==> src/rtl/priority_encoder_8to3_seq.sv <==
// Registered 8-to-3 priority encoder with a sticky pending register, valid/ready
// serialisation of multi-hot requests, population count and a sticky overrun flag.
module priority_encoder_8to3_seq #(
  parameter int N  = 8,
  parameter int AW = 3
) (
  input  logic          clk,
  input  logic          rst_n,
  input  logic          Enable,
  input  logic [N-1:0]  D,
  input  logic          Ready,
  input  logic          clr_ovr,
  output logic [AW-1:0] A,
  output logic          Valid,
  output logic [AW:0]   Count,
  output logic          Overrun
);

  logic [N-1:0] pending;
  logic [N-1:0] req;
  logic [N-1:0] pop_mask;
  logic [N-1:0] pending_next;
  logic         pop;
  logic         ovr_hit;

  // Ascending scan: the last set bit seen is the highest, giving N-1 top priority.
  function automatic logic [AW-1:0] top_index(input logic [N-1:0] v);
    logic [AW-1:0] idx;
    idx = '0;
    for (int i = 0; i < N; i++) begin
      if (v[i]) idx = AW'(i);
    end
    return idx;
  endfunction

  function automatic logic [AW:0] pop_count(input logic [N-1:0] v);
    logic [AW:0] c;
    c = '0;
    for (int i = 0; i < N; i++) begin
      c = c + {{AW{1'b0}}, v[i]};
    end
    return c;
  endfunction

  function automatic logic [N-1:0] one_hot(input logic [AW-1:0] idx);
    logic [N-1:0] m;
    m = '0;
    m[idx] = 1'b1;
    return m;
  endfunction

  assign Valid    = |pending;
  assign A        = Valid ? top_index(pending) : '0;
  assign Count    = pop_count(pending);
  assign pop      = Valid & Ready;
  assign pop_mask = pop ? one_hot(A) : '0;
  assign req      = Enable ? D : '0;

  // A request on a bit being popped in the same cycle is a fresh request, not an overrun.
  assign ovr_hit      = |(req & pending & ~pop_mask);
  assign pending_next = (pending & ~pop_mask) | req;

  always_ff @(posedge clk or negedge rst_n) begin
    if (!rst_n) begin
      pending <= '0;
      Overrun <= 1'b0;
    end else begin
      pending <= pending_next;
      if (ovr_hit)
        Overrun <= 1'b1;
      else if (clr_ovr)
        Overrun <= 1'b0;
    end
  end

endmodule

==> config.mk <==
export PLATFORM = sky130hd
export DESIGN_NAME = priority_encoder_8to3_seq
export DESIGN_NICKNAME = d
export VERILOG_FILES = /design/src/rtl/priority_encoder_8to3_seq.sv
export SDC_FILE = /design/constraint.sdc
export NUM_CORES = 1
export LEC_CHECK = 0
export CORE_UTILIZATION = 47
export CTS_BUF_LIST = sky130_fd_sc_hd__clkbuf_8
export DETAILED_ROUTE_END_ITERATION = 8
export GPL_ROUTABILITY_DRIVEN = 0
export HOLD_SLACK_MARGIN = 0.15
export PLACE_DENSITY = 0.81
export RECOVER_POWER = 100
export SYNTH_ARGS = -nofsm -noshare
export SYNTH_HDL_FRONTEND = slang
export SYNTH_SLANG_ARGS = --single-unit
==> constraint.sdc <==
create_clock -name clk -period 4.3 [get_ports clk]
set_input_delay 1.075 -clock clk [delete_from_list [all_inputs] [get_ports clk]]
set_output_delay 1.075 -clock clk [all_outputs]
set_load 0.005 [all_outputs]
==> summary.txt <==
Mean number of vias per cell - 5.71
Max rail drop VDD - 0.000277 V
Final critical-path share of the clock period - 97.5%
Seq cells post-synth - 9
Clock slew at the register clock pins of the worst setup and hold paths - 0.04 ns
Setup repair after global routing missed its margin - false
Per-instance average area after synthesis - 9.10 sq um
Final setup skew - 0.000259 ns
Vias after detailed routing - 680
Worst Hold End - pending[4]$_DFF_PN0_
Critical Path Fanout Max - 2
Total power per unit cell area - 360 mW/mm^2
Highest clock frequency the design can meet - 0.238 GHz
Worst slew margin relative to its limit - 71.7%
Net total in the final layout - 126
Reg2Reg Depth - 5
Dpl hpwl - 1.38 mm
Initial core utilization - 52.5%
Slowest library cell on the worst path - sky130_fd_sc_hd__fa_1
Fraction of layout cells with a size suffix above 1 - 6.73%
Top routing layer in use - met4
Cell chain of the critical path - fa_1, inv_1, fa_1, fa_1, inv_1, ha_1, fa_2, dlygate4sd2_1
Warning count from the yosys run - 0
Required time reported for the critical path endpoint - 3.22 ns
Clock tree from TritonCTS - done
Crit. Startpoint - pending[0]$_DFF_PN0_
Length of routed met2 wiring - 836 um
Global-route wire length before repair - 2.72 mm
Antenna fix cells - 0
Count of non-filler cells in the finished layout - 119
Post-synth design cell area - 709 sq um
Fin Setup TNS - 0 ns
Number of global-route vias before repair - 624
Core occupancy in the finished layout - 72.2%
Antenna violations before repair - 0
Element type at the critical path start - flop
Number of I/O pins - 22
MaxCap Viol Count - 0
Row count - 13
Launching point of the worst reg2reg path - pending[7]$_DFF_PN0_
Final hold slack - 0.624 ns
Post-synth top area cell - sky130_fd_sc_hd__dfrtp_1
Clock insertion delay at the later pin of the skew report - 0.24 ns
Number of nets with antenna violations after detailed routing - 0
Filler Cell Count - 103
Number of enable flip-flop cells after synthesis - 0
Maximum level of the CTS H-tree - 1
GRT Total Usage - 26.3%
Port Buffers - 21
Min-Delay Path Depth - 2
Static leakage power - 0.419 nW
Critical path's most frequent cell - sky130_fd_sc_hd__fa_1
Die span in y - 40.9 um
Cell count after synthesis - 78
Total CTS buffers - 3
Area grow syn2layout - 37.4%
TritonCTS sink count - 9
Fraction of synthesized cell area taken by the top area cell type - 31.7%
Proportion of register bits with asynchronous set or reset after synthesis - 100%
Detailed-route wire length - 1.74 mm
Time the final worst path needs with I/O delays and setup - 4.19 ns
Routed WL per cell - 14.6 um
Worst R2R End - Overrun$_DFFE_PN0P_
Slew at the pin closest to its max-slew limit - 0.424 ns
Crit-path max cell delay - 0.54 ns
Kind of capture point of the worst setup path - output port
Number of instances in the placed design - 115
Placeable Area - 0.00135 sq mm
Final number of setup-violating endpoints - 0
Number of remaining DRC errors - 0
Final number of max-transition violations - 0
Chip width - 40.9 um
GRT Residual Overflow - 0
Commonest register cell after synthesis - sky130_fd_sc_hd__dfrtp_1
Deepest clock path buffer count - 2
Tightest Hold Check Type - reg2reg
Number of detailed-routing iterations run before antenna repair - 4
Critical setup path kind - reg2out
Die Area - 0.00167 sq mm
Clk root buf - sky130_fd_sc_hd__clkbuf_8
Number of different library cells in the post-synthesis netlist - 30
Arrival time worst endpoint - 3.12 ns
Syn nets - 99
Synth area leaders - sky130_fd_sc_hd__dfrtp_1, sky130_fd_sc_hd__fa_1, sky130_fd_sc_hd__ha_1, sky130_fd_sc_hd__nand2_1, sky130_fd_sc_hd__inv_1
Met3 layer wire length in the routed design - 86 um
DRT iter0 DRCs - 13
Beginning of the worst hold path - pending[4]$_DFF_PN0_
Maximum number of pins on one net before global-route repair - 13
Worst R2R Setup Slack - 1.95 ns
Sequential-to-total area share from yosys stat - 31.7%
Final hold viol count - 0
Outcome - completed
Met1 Routed Length - 748 um
-- worst max path at each step --
stage and end:
4_1_cts Count[2], 6_report Count[1], 2_1_floorplan Count[2], 3_5_place_dp Count[2], 3_3_place_gp Count[2], 5_1_grt Count[1]
-- where the power goes --
group / internal (W) / switching, W / total [W]
clock network: 0.0000624 / 0.0000359 / 0.0000983
registers: 0.0000910 / 0.00000778 / 0.0000988
logic: 0.0000825 / 0.0000711 / 0.000154
-- timing repair --
action,in CTS,in global routing
gates cloned,0,0
endpoints found under the hold margin,0,0
pin swaps,1,1
resized for setup,2,3
hold buffers,0,0
setup endpoints to repair,2,1
setup buffers,0,0
-- final cells by class --
| cell class | instances | area, sq um | area share, % |
|---|---|---|---|
| multi-input combinational | 57 | 423 | 43.4 |
| sequential | 9 | 225 | 23.1 |
| timing repair buffer | 24 | 225 | 23.1 |
| clock inverter | 1 | 3.75 | 0.385 |
| inverter | 10 | 37.5 | 3.85 |
| clock buffer | 3 | 41.3 | 4.24 |
| tap | 15 | 18.8 | 1.93 |
-- synthesized netlist by cell type, types with 3 or more instances --
library cell and n:
sky130_fd_sc_hd__a22o_1 4, sky130_fd_sc_hd__ha_1 4, sky130_fd_sc_hd__dfrtp_1 9, sky130_fd_sc_hd__inv_1 10, sky130_fd_sc_hd__nand2_1 11, sky130_fd_sc_hd__nor2b_1 3
sky130_fd_sc_hd__nor2_1 3, sky130_fd_sc_hd__o21ai_1 4, sky130_fd_sc_hd__fa_1 4
-- sequential cells by signal, indices dropped and copies added (netlist names) --
name and count:
Overrun 1, pending 8
-- cells by family after synthesis --
group | Yosys count | synth area share (%)
buffers and inverters | 12 | 6.52
AND/OR/NAND/NOR | 29 | 23.6
XOR/XNOR | 1 | 1.23
adder cells (fa/ha/maj) | 8 | 18.3
AO/OA/AOI/OAI | 19 | 18.5
flip-flops | 9 | 31.7
-- per-layer routing --
metal / GRT usage [%] / up-vias
li1: - / 326
met3: 3.26 / 9
met4: 15.0 / 0
met2: 46.1 / 31
met1: 30.2 / 314
met5: 0 / -
-- through the flow --
step / cell area (sq um) / setup WS (ns) / power, W
2_1_floorplan: 709 / 0.561 / 0.000179
3_3_place_gp: 952 / 0.0785 / 0.000266
3_5_place_dp: 952 / -0.0416 / 0.000275
4_1_cts: 995 / 0.00892 / 0.000362
5_1_grt: 975 / 0.00701 / 0.000376
6_report: 975 / 0.106 / 0.000351
-- critical path: cells and delay by family, from the launching register on --
family,cells,cell delay [ns]
adders and majority gates,5,2.17
buffers and inverters,3,0.32
DFF,1,0.39
-- cells in the final DEF, fill, tap and decap left out, types with 2 or more instances in the layout --
cell type	synthesis	layout
sky130_fd_sc_hd__a21boi_0	0	2
sky130_fd_sc_hd__a21oi_1	2	2
sky130_fd_sc_hd__a22o_1	4	4
sky130_fd_sc_hd__buf_4	0	3
sky130_fd_sc_hd__clkbuf_8	0	3
sky130_fd_sc_hd__clkdlybuf4s50_1	0	11
sky130_fd_sc_hd__dfrtp_1	9	9
sky130_fd_sc_hd__dlygate4sd3_1	0	8
sky130_fd_sc_hd__fa_1	4	3
sky130_fd_sc_hd__ha_1	4	4
sky130_fd_sc_hd__inv_1	10	11
sky130_fd_sc_hd__nand2_1	11	11
sky130_fd_sc_hd__nand3_1	2	2
sky130_fd_sc_hd__nor2_1	3	3
sky130_fd_sc_hd__nor2b_1	3	3
sky130_fd_sc_hd__nor3_1	2	2
sky130_fd_sc_hd__o21ai_0	1	2
sky130_fd_sc_hd__o21ai_1	4	3
sky130_fd_sc_hd__o31ai_1	2	2
Note: power is estimated with default switching activity, not from simulation.
